===== src/rtl/ex_muldiv_unit.sv =====
// ex_muldiv_unit
//   Iterative multiply/divide unit in the EX stage. It takes rs/rt from the
//   ID/EX register and computes MULT/MULTU/DIV/DIVU into the architectural
//   HI/LO registers. One iteration runs per cycle: shift-add for multiply and
//   restoring division for divide. Start to result takes 33 cycles (32 CALC
//   cycles plus one FIX cycle).
//
//   Optional feature macro: MULDIV_SIGNED_EN
//     When it is defined, op_i[1] selects signed MULT/DIV.
//     When it is not defined, signed opcodes execute as their unsigned forms.
//
// Ports
//   clk            rising-edge clock
//   reset          synchronous, active-low reset
//   start_i        issue strobe; only sampled while idle
//   op_i           00 MULTU, 01 DIVU, 10 MULT, 11 DIV
//   operand_a_i    rs (multiplicand / dividend)
//   operand_b_i    rt (multiplier / divisor)
//   mthi_i/mtlo_i  HI/LO move strobes; only honoured while idle without start_i
//   wr_data_i      MTHI/MTLO data
//   busy_o         operation in progress (pipeline stall)
//   done_o         one-cycle pulse when HI/LO are written by an operation
//   div_by_zero_o  last divide had rt == 0; valid with done_o
//   hi_o/lo_o      HI/LO registers
module ex_muldiv_unit #(
  parameter int DATA_WIDTH = 32,
  parameter int CNT_WIDTH  = 6
) (
  input  logic                  clk,
  input  logic                  reset,
  input  logic                  start_i,
  input  logic [1:0]            op_i,
  input  logic [DATA_WIDTH-1:0] operand_a_i,
  input  logic [DATA_WIDTH-1:0] operand_b_i,
  input  logic                  mthi_i,
  input  logic                  mtlo_i,
  input  logic [DATA_WIDTH-1:0] wr_data_i,
  output logic                  busy_o,
  output logic                  done_o,
  output logic                  div_by_zero_o,
  output logic [DATA_WIDTH-1:0] hi_o,
  output logic [DATA_WIDTH-1:0] lo_o
);

  localparam int W = DATA_WIDTH;

  typedef enum logic [1:0] {IDLE, CALC, FIX} state_t;

  state_t               state;
  logic [CNT_WIDTH-1:0] cnt;

  // Operation context captured at start
  logic                 is_div;
  logic                 div_zero;
  logic                 neg_res;   // negate product / quotient
  logic                 neg_rem;   // remainder follows the dividend's sign
  logic [W-1:0]         a_orig;
  logic [W-1:0]         opnd;      // multiplicand or divisor magnitude
  logic [2*W-1:0]       acc;       // product accumulator; low half holds the quotient when dividing
  logic [W-1:0]         rem;

  // Start-time operand decode
  logic signed [W-1:0]  a_s;
  logic signed [W-1:0]  b_s;
  logic                 sign_a;
  logic                 sign_b;
  logic [W-1:0]         mag_a;
  logic [W-1:0]         mag_b;

  // Per-iteration datapath
  logic [W:0]           mul_sum;
  logic [W:0]           div_shift;
  logic [W-1:0]         div_sub;
  logic                 div_ok;

  // FIX-cycle results
  logic [2*W-1:0]       prod_fix;
  logic [W-1:0]         fix_hi;
  logic [W-1:0]         fix_lo;

  function automatic logic [W-1:0] neg_w(input logic [W-1:0] v, input logic n);
    return n ? (~v + 1'b1) : v;
  endfunction

  function automatic logic [2*W-1:0] neg_2w(input logic [2*W-1:0] v, input logic n);
    return n ? (~v + 1'b1) : v;
  endfunction

  assign a_s = operand_a_i;
  assign b_s = operand_b_i;

`ifdef MULDIV_SIGNED_EN
  assign sign_a = op_i[1] & (a_s < 0);
  assign sign_b = op_i[1] & (b_s < 0);
`else
  logic unused_op_sign;
  assign unused_op_sign = op_i[1] ^ a_s[W-1] ^ b_s[W-1];
  assign sign_a = 1'b0;
  assign sign_b = 1'b0;
`endif

  assign mag_a = neg_w(operand_a_i, sign_a);
  assign mag_b = neg_w(operand_b_i, sign_b);

  always_comb begin
    mul_sum   = {1'b0, acc[2*W-1:W]} + (acc[0] ? {1'b0, opnd} : '0);
    div_shift = {rem, acc[W-1]};
    div_ok    = (div_shift >= {1'b0, opnd});
    div_sub   = div_shift[W-1:0] - opnd;
  end

  always_comb begin
    prod_fix = neg_2w(acc, neg_res);
    fix_hi   = prod_fix[2*W-1:W];
    fix_lo   = prod_fix[W-1:0];
    if (is_div) begin
      if (div_zero) begin
        fix_hi = a_orig;
        fix_lo = '1;
      end else begin
        fix_hi = neg_w(rem, neg_rem);
        fix_lo = neg_w(acc[W-1:0], neg_res);
      end
    end
  end

  // Datapath: operand capture at start, one iteration per CALC cycle
  always_ff @(posedge clk) begin
    if (state == IDLE && start_i) begin
      is_div   <= op_i[0];
      div_zero <= op_i[0] && (operand_b_i == '0);
      neg_res  <= sign_a ^ sign_b;
      neg_rem  <= sign_a;
      a_orig   <= operand_a_i;
      rem      <= '0;
      if (op_i[0]) begin
        opnd <= mag_b;
        acc  <= {{W{1'b0}}, mag_a};
      end else begin
        opnd <= mag_a;
        acc  <= {{W{1'b0}}, mag_b};
      end
    end else if (state == CALC) begin
      if (is_div) begin
        rem          <= div_ok ? div_sub : div_shift[W-1:0];
        acc[W-1:0]   <= {acc[W-2:0], div_ok};
      end else begin
        acc <= {mul_sum, acc[W-1:1]};
      end
    end
  end

  // Control: FSM, architectural HI/LO and status outputs
  always_ff @(posedge clk) begin
    if (!reset) begin
      state         <= IDLE;
      cnt           <= '0;
      busy_o        <= 1'b0;
      done_o        <= 1'b0;
      div_by_zero_o <= 1'b0;
      hi_o          <= '0;
      lo_o          <= '0;
    end else begin
      done_o <= 1'b0;
      case (state)
        IDLE: begin
          if (start_i) begin
            state         <= CALC;
            cnt           <= '0;
            busy_o        <= 1'b1;
            div_by_zero_o <= 1'b0;
          end else begin
            if (mthi_i) hi_o <= wr_data_i;
            if (mtlo_i) lo_o <= wr_data_i;
          end
        end
        CALC: begin
          cnt <= cnt + 1'b1;
          if (cnt == CNT_WIDTH'(W - 1)) state <= FIX;
        end
        FIX: begin
          state         <= IDLE;
          busy_o        <= 1'b0;
          done_o        <= 1'b1;
          div_by_zero_o <= is_div & div_zero;
          hi_o          <= fix_hi;
          lo_o          <= fix_lo;
        end
        default: state <= IDLE;
      endcase
    end
  end

endmodule

===== config.mk =====
export PLATFORM = sky130hd
export DESIGN_NAME = ex_muldiv_unit
export DESIGN_NICKNAME = d
export VERILOG_FILES = /design/src/rtl/ex_muldiv_unit.sv
export SDC_FILE = /design/constraint.sdc
export NUM_CORES = 1
export LEC_CHECK = 0
export CAP_MARGIN = 40
export CORE_ASPECT_RATIO = 1.1
export CORE_MARGIN = 2
export CORE_UTILIZATION = 40
export CTS_CLUSTER_DIAMETER = 50
export DETAILED_ROUTE_END_ITERATION = 8
export SYNTH_ARGS = -nofsm -noshare
export SYNTH_HDL_FRONTEND = slang
export SYNTH_SLANG_ARGS = --single-unit

===== constraint.sdc =====
create_clock -name clk -period 6.2 [get_ports clk]
set_clock_uncertainty 0.15 [all_clocks]
set_input_delay 1.86 -clock clk [delete_from_list [all_inputs] [get_ports clk]]
set_output_delay 1.86 -clock clk [all_outputs]
set_load 0.005 [all_outputs]

-- After elaboration in Yosys (flattened, before gate mapping)
Index checks and enable logic that the tools add are counted.
- bits in read-only memories: 0
- bits in registers: 237
- latch bits: 0
- word-level logic and storage cells: 70
- memory bits (writable): 0
- memories: 0
- shift-type cells: 0
- multiply operators: 0
- bitwise gates (word level): 1
- $add $sub $neg: 3
- muxes and demuxes: 28
- order comparisons: 1
- divide/modulo/power cells: 0
- equal/unequal tests: 9
- reductions and logical operators: 14
- operator list (operator ; number):
    two-way mux 32 bit ; 14
    two-way mux 64 bit ; 2
    case mux 32 bit (2 select lines) ; 2
    adder 32 x 32 -> 33 bit ; 1
    greater-or-equal comparator 33 x 32 -> 1 bit ; 1
    zero test 32 bit ; 1
    subtractor 32 bit ; 1
    case mux 6 bit (2 select lines) ; 1
    AND reduction 2 bit ; 5
    != test 2 bit (second input constant) ; 4
    adder 6 x 1 -> 6 bit (second input constant) ; 1
    == test 6 x 5 -> 1 bit (second input constant) ; 1
    two-way mux 6 bit ; 1
    AND reduction 3 bit ; 2
    nonzero test 2 bit ; 3
    two-way mux 2 bit ; 2
    != test 2 x 1 -> 1 bit (second input constant) ; 2
    case mux 1 bit (2 select lines) ; 2
    case mux 2 bit (2 select lines) ; 1
    two-way mux 1 bit ; 3
    == test 2 x 1 -> 1 bit (second input constant) ; 1
    == test 2 bit (second input constant) ; 1
    logical AND 1 bit ; 2
    zero test 2 bit ; 1
    AND 1 bit ; 1

-- Depth between registers and ports, before layout
- word-level depth: 5
- depth in mapped cells: 13

-- Worst setup path after synthesis
No wires, ideal clock.
- path type: input to register
- start point: input start_i
- end point: register a_orig[0] (enable)
- required time: 5.594 ns
- arrival: 4.596 ns
- setup slack: 0.998 ns
- cell stages on the path: 5
- cell sequence: inv_1 or3_1 inv_1 clkbuf_1 clkbuf_1
- longest elaborated chain between the ends: 1
- RTL lines (item ; line ; text):
    start, declared ; 31 ; input logic start_i,
    logical AND 1 bit ; 129 ; if (state == IDLE && start_i) begin
    end signal, assigned ; 134 ; a_orig <= operand_a_i;
    end, declared ; 57 ; logic [W-1:0] a_orig;
No other way between the ends.
A chain may end at the register's enable or synchronous reset.

-- Final worst setup path
- start point: input start_i
- end point: register acc[3] (enable)
- longest elaborated chain between the ends: 2
- RTL lines (item ; line ; text):
    logical AND 1 bit ; 129 ;
    nonzero test 2 bit (no source line) ; - ;
    end signal, assigned ; 138 ; acc <= {{W{1'b0}}, mag_a};
    end signal, assigned ; 141 ; acc <= {{W{1'b0}}, mag_b};
    end signal, assigned by index ; 146 ; acc[W-1:0] <= {acc[W-2:0], div_ok};
    end, declared ; 59 ; logic [2*W-1:0] acc;
No other way between the ends.

==> results.sh <==
export IMPL_grt_pass1_wl_um=70500
export IMPL_cts_root_buf="clkbuf_16"
export IMPL_cts_tree="yes"
export IMPL_synth_area_mm2=0.0143
export IMPL_synth_cell_types=73
export IMPL_synth_top_family_by_area="compound AO/OA/AOI/OAI gates"
export IMPL_ioPinCount=170
export IMPL_track_usage=0.245
export IMPL_max_stage_delay_ns=0.47
export IMPL_synth_area_per_cell_um2=9.21
export IMPL_critical_path_arrival_ns=3.82
export IMPL_stdcell_count=2177
export IMPL_synth_nets=1723
export IMPL_seqPwrFrac=0.384
export IMPL_dr_wl_met3_um=1940
export IMPL_dpl_instance_area_mm2=0.0165
export IMPL_cts_buffers=34
export IMPL_antenna_found_initial=0
export IMPL_ir_worst_vdd_uv=209
export IMPL_remaining_drc_errors=0
export IMPL_worst_pin_slew_ns=0.969
export IMPL_dieArea_mm2=0.0373
export IMPL_path_clk_slew_ns=0.06
export IMPL_drive_gt1_frac=0.0814
export IMPL_place_gp_congestion=0.899
export IMPL_synth_area_leaders="edfxtp_1 27%, dfxtp_1 15%, ha_1 5.7%"
export IMPL_startpoint_type="input pin"
export IMPL_clkPwrFrac=0.377
export IMPL_fmax_mhz=264
export IMPL_yosys_mux_area_fraction=0.0728
export IMPL_synth_ff_type="edfxtp_1"
export IMPL_synthAdderAreaFrac=0.0596
export IMPL_vias_per_cell=5.77
export IMPL_postCtsSetupBuffers=0
export IMPL_grt_max_degree=77
export IMPL_antenna_cells=0
export IMPL_hold_class="flip-flop to flip-flop"
export IMPL_finalCritPeriodShare=0.612
export IMPL_cp_common_cell="inv_1"
export IMPL_yosysTopAreaCell="edfxtp_1"
export IMPL_wl_met1_um=19600
export IMPL_insertion_delay_ns=0.52
export IMPL_p_per_area_mw_per_mm2=293
export IMPL_finalWorstSetupSlack_ns=2.41
export IMPL_p_int_mw=3.59
export IMPL_holdWs_ns=0.344
export IMPL_first_iter_violations=1079
export IMPL_ys_seq_area_frac=0.423
export IMPL_synth_simple_area_share=0.150
export IMPL_syn_inst=1553
export IMPL_cp_cell_sequence="clkdlybuf4s50_1 > inv_1 > or3_1 > inv_4 > nor2_1 > inv_1 > buf_4"
export IMPL_dr_pass1_iters=5
export IMPL_maxSlewHeadroom=0.348
export IMPL_finalSetupViolations=0
export IMPL_crit_path_top_delay_cell="clkdlybuf4s50_1"
export IMPL_die_w_um=184
export IMPL_switching_share=0.303
export IMPL_synthArstFlopShare=0
export IMPL_cts_resized=0
export IMPL_wl_met2_um=22800
export IMPL_route_detailed_wl_per_inst_um=21.1
export IMPL_antenna_left=0
export IMPL_dpl_worst_slack_ns=1.87
export IMPL_synth_compound_area_frac=0.223
export IMPL_final_area_mm2=0.0176
export IMPL_hold_violations=0
export IMPL_cts_sinks=237
export IMPL_fin_tns_setup_ns=0
export IMPL_vias=12600
export IMPL_dpl_cell_count=2116
export IMPL_cts_buffer_depth=3
export IMPL_p_switching_mw=1.56
export IMPL_num_rows=72
export IMPL_critPathTopFamily="buffers and inverters"
export IMPL_utilization=0.499
export IMPL_yosysWarnings=0
export IMPL_grt_pass1_vias=12400
export IMPL_run_status="finished, final reports clean"
export IMPL_ys_ff_latch=237
export IMPL_dp_hpwl_um=33600
export IMPL_p_leak_nw=6.80
export IMPL_gr_total_overflow=0
export IMPL_synth_xor_area_frac=0.0288
export IMPL_total_power_mw=5.15
export IMPL_synth_top_cell_area_share=0.273
export IMPL_die_height_um=202
export IMPL_cp_required_ns=6.23
export IMPL_synth_edf_count=130
export IMPL_top_layer_used="met4"
export IMPL_portBuffers=168
export IMPL_cts_hold_buf=0
export IMPL_comb_power_share=0.239
export IMPL_crit_path_end_kind="flip-flop"
export IMPL_coreArea_mm2=0.0352
export IMPL_finalWirelength_um=45900
export IMPL_final_nets=1841
export IMPL_initial_core_util=0.406
export IMPL_worstSetupPathType="input pin to flip-flop"
export IMPL_rsz0062_at_grt="false"
export IMPL_ctsHtreeMaxLevel=2
export IMPL_path_max_fanout=22
export IMPL_drv_slew=0
export IMPL_drv_cap=0
export IMPL_fin_crit_ns=3.79
export IMPL_path_buf_inv=5
export IMPL_area_growth_pct=23.0
==> per-layer routing <==
metal	vias up	global-route usage
met3	81	0.0299
li1	6048	-
met2	351	0.425
met5	-	0
met4	0	0.0900
met1	6090	0.310
==> synth_stat cells, types with 26 or more instances <==
cell      count
clkbuf_1     89
xnor2_1      30
a21o_1       30
inv_1        47
and2_1       40
mux2i_1      68
nor2b_1      35
a21oi_1      89
nor2_1       72
mux2_2       32
nand2_1     159
edfxtp_1    130
nand3_1      39
o211ai_1     50
o21ai_0     136
ha_1         65
nand4_1      26
a211oi_1     41
dfxtp_1     107
a31oi_1      88
==> power groups by stage <==
stage | Combinational [mW] | Sequential [mW] | Clock, mW
4_1_cts | 1.22 | 1.98 | 1.97
6_report | 1.23 | 1.98 | 1.94
3_3_place_gp | 1.18 | 2.01 | 0
3_5_place_dp | 1.21 | 2.01 | 0
2_1_floorplan | 0.844 | 1.97 | 0
5_1_grt | 1.36 | 2.00 | 2.05
==> path summary, 6_finish.rpt <==
kind | to | startpoint | slack, ns | cells past startpoint
worst max-delay path | acc[3] | start_i | 2.41 | 7
worst min-delay path | cnt[3] | cnt[3] | 0.34 | 1
worst max register to register | acc[55] | acc[0] | 2.41 | 12
worst min register to register | cnt[3] | cnt[3] | 0.34 | 1
==> sequential cells by signal (all words and copies together) (netlist names), 2 cells and up <==
signal,flops
cnt,6
state,2
hi_o,32
rem,32
lo_o,32
acc,64
a_orig,32
opnd,32
==> area by class of cell <==
type,count,area [µm²]
tap,481,602
sequential,237,6050
fill,3319,17600
clock buffer,44,962
inverter,48,183
multi-input combinational,1157,7670
clock inverter,17,173
timing repair buffer,193,1950
==> cells by family (layout without fill, tap and decap cells) <==
family / count (synthesis) / after routing
flip-flops: 237 / 237
AO/OA/AOI/OAI: 504 / 504
buffers and inverters: 159 / 302
multiplexers: 100 / 100
adder cells (fa/ha/maj): 67 / 67
AND/OR/NAND/NOR: 439 / 439
XOR/XNOR: 47 / 47
==> placed cells by master (no fill, tap or decap), drive strengths merged, types with 5 or more instances in the layout <==
master,instances
a211oi,42
a21o,31
a21oi,91
a31oi,88
a41o,5
and2,41
and3,9
buf,27
clkbuf,44
clkdlybuf4s50,166
clkinv,6
dfxtp,107
edfxtp,130
ha,65
inv,53
mux2,32
mux2i,68
nand2,160
nand2b,8
nand3,39
nand4,26
nor2,72
nor2b,35
nor3,24
nor4,9
o211ai,50
o21a,10
o21ai,143
o21bai,8
o31ai,8
or3,5
xnor2,30
xor2,17
Note: power is estimated with default switching activity, not from simulation.
==> patch: new RTL, same flow settings <==
Register the output `lo_o` once more, without a reset; this adds one clock of latency there. The other outputs are not delayed to match.
--- a/src/rtl/ex_muldiv_unit.sv
+++ b/src/rtl/ex_muldiv_unit.sv
@@ -47,4 +47,6 @@
   typedef enum logic [1:0] {IDLE, CALC, FIX} state_t;
 
+  logic [DATA_WIDTH-1:0] lo_s0;
+
   state_t               state;
   logic [CNT_WIDTH-1:0] cnt;
@@ -160,5 +162,5 @@
       div_by_zero_o <= 1'b0;
       hi_o          <= '0;
-      lo_o          <= '0;
+      lo_s0         <= '0;
     end else begin
       done_o <= 1'b0;
@@ -172,5 +174,5 @@
           end else begin
             if (mthi_i) hi_o <= wr_data_i;
-            if (mtlo_i) lo_o <= wr_data_i;
+            if (mtlo_i) lo_s0 <= wr_data_i;
           end
         end
@@ -185,5 +187,5 @@
           div_by_zero_o <= is_div & div_zero;
           hi_o          <= fix_hi;
-          lo_o          <= fix_lo;
+          lo_s0         <= fix_lo;
         end
         default: state <= IDLE;
@@ -192,3 +194,7 @@
   end
 
+  always_ff @(posedge clk) begin
+    lo_o <= lo_s0;
+  end
+
 endmodule
Check against the original RTL: not equivalent (a bounded check fails within 4 cycles, from zero or initial values and one cycle with reset low).
==> patch against the unedited design <==
  * Sequential cell count increased by 32
  * Fmax shrank 7.4%
  * Area after synthesis grew 4.2%
  * Routed wire length fell by 0.96%
  * Critical endpoint is now acc[0]$_DFFE_PP_
  * Utilization shrank 0.52 points
  * Setup slack got worse by 0.30 ns
  * Highest routed layer unchanged
  * Sequential share of layout area grew 2.3 points
  * Final area rose by 3.8%
  * Power up 5.6%
  * Global-route usage decreased by 1.9 points
  * Register-to-register slack got worse by 0.07 ns
==> patch: results (changes against the unedited design) <==
clk_pin_slew_ns: 0.06  # about the same
antenna_found_initial: 1  # +1
yosys_warnings: 0  # unchanged
path_delay_family: "buffers and inverters"
clock-root-buffer: "clkbuf_16"
seq_area_frac_synth: 0.448  # +0.0258
ctsHtreeMaxLevel: 2  # unchanged
synth_common_cells: "nand2_1 (154), dfxtp_1 (139), edfxtp_1 (130), o21ai_0 (111), a21oi_1 (108)"
setup-tns-final_ns: 0  # unchanged
largest_reg_flops: 64  # unchanged
clk_latency_ns: 0.51
gp_congestion: 0.901  # +0.20%
cts_made_buffers: 36  # +5.9%
synthArstFlopShare: 0  # unchanged
worstHoldPathType: "reg -> reg"
grt_pass1_vias: 12100  # -2.9%
synth_compound_area_frac: 0.209  # -0.0138
synthXorXnorAreaFrac: 0.0217  # -0.00704
p_leak_nw: 7.14  # +5.0%
ys_types: 77  # +5.5%
regMostFlops: "acc"
via_count: 12400  # -1.0%
cts_resized: 0  # unchanged
ys.flop_type: "dfxtp_1"
diodes: 0  # unchanged
synthAdderAreaFrac: 0.0572  # -0.00243
crit_path_max_fanout: 60  # +170%
muxShareOfSynthArea: 0.0840  # +0.0112
vdd_ir_drop_max_v: 0.000223  # +6.4%
drt-initial-drc-count: 892  # -17%
grt_first_pass_wirelength_um: 68100  # -3.4%
track_usage: 0.226  # -0.0187
wire_per_inst_um: 20.6  # -2.4%
cts_setup_buffers: 0  # unchanged
grt_max_degree: 93  # +21%
setup_viol: 0  # unchanged
finalNetCount: 1857  # +0.87%
portBuffers: 168  # unchanged
firstDrtPassIters: 5  # unchanged
slew_headroom: 0.374  # +0.0258
netSwitchingPower_w: 0.00158  # +1.4%
dpl_cell_area_mm2: 0.0171  # +3.7%
clock_path_buffers: 3  # unchanged
worstPathArrival_ns: 4.09  # +0.27 ns
outcome: "complete, no violations"
synth_area_leaders: "edfxtp_1 (26%), dfxtp_1 (19%), mux2i_1 (5.9%)"
cp_slowest_cell: "inv_4"
slowest_delay_ns: 0.51  # +0.04 ns
synth.net_count: 1726  # +0.17%
final_layout_size_suffix_gt1_frac: 0.0810  # -0.000318
synth_edf_count: 130  # unchanged
hpwlAfterDp_um: 33400  # -0.51%
## patch: through the flow
step,instances,setup slack (ns),util,hold slack [ns]
after global placement,2137,1.59,0.459,0.183
after floorplan,1556,0.876,-,0.176
final,2209,2.10,0.494,0.189
after global routing,2209,1.97,0.494,0.202
after CTS,2209,2.09,0.494,0.193
after detailed placement,2143,1.56,0.462,0.182
## patch: cells by family after synthesis
| family | count (synthesis) |
|---|---|
| and+or+nand+nor | 421 |
| AOI/OAI and AO/OA | 495 |
| DFF | 269 |
| adders and majority gates | 67 |
| xor gates and xnor gates | 37 |
| buffers and inverters | 146 |
| muxes | 121 |
## patch: final timing paths
kind,slack [ns],to,from,depth (start not counted)
max reg2reg,2.34,acc[57]$_SDFFCE_PP0P_,acc[0]$_DFFE_PP_,12
min,0.19,lo_o[27]$_DFF_P_,lo_s0[27]$_SDFFE_PN0P_,0
min reg2reg,0.19,lo_o[27]$_DFF_P_,lo_s0[27]$_SDFFE_PN0P_,0
max,2.10,acc[0]$_DFFE_PP_,start_i,7
## patch: final cells by class
cell class | instances | area (um^2)
Fill cell | 3478 | 18700
Multi-Input combinational cell | 1141 | 7650
Sequential cell | 269 | 6690
Timing Repair Buffer | 190 | 1920
Clock buffer | 52 | 1060
Tap cell | 494 | 618
Inverter | 49 | 186
Clock inverter | 14 | 131
## patch: power by group through the flow
stage	clock network [W]	registers, W	logic [W]
after global routing	0.00215	0.00222	0.00131
after detailed placement	0	0.00224	0.00117
after global placement	0	0.00224	0.00114
final	0.00205	0.00220	0.00119
after floorplan	0	0.00219	0.000809
after CTS	0.00208	0.00220	0.00118
## patch: per-layer routing
layer / GRT usage / part of all wire
met5: 0 / 0
met4: 0.0981 / 0.043
met3: 0.0255 / 0.038
met2: 0.399 / 0.50
met1: 0.280 / 0.42
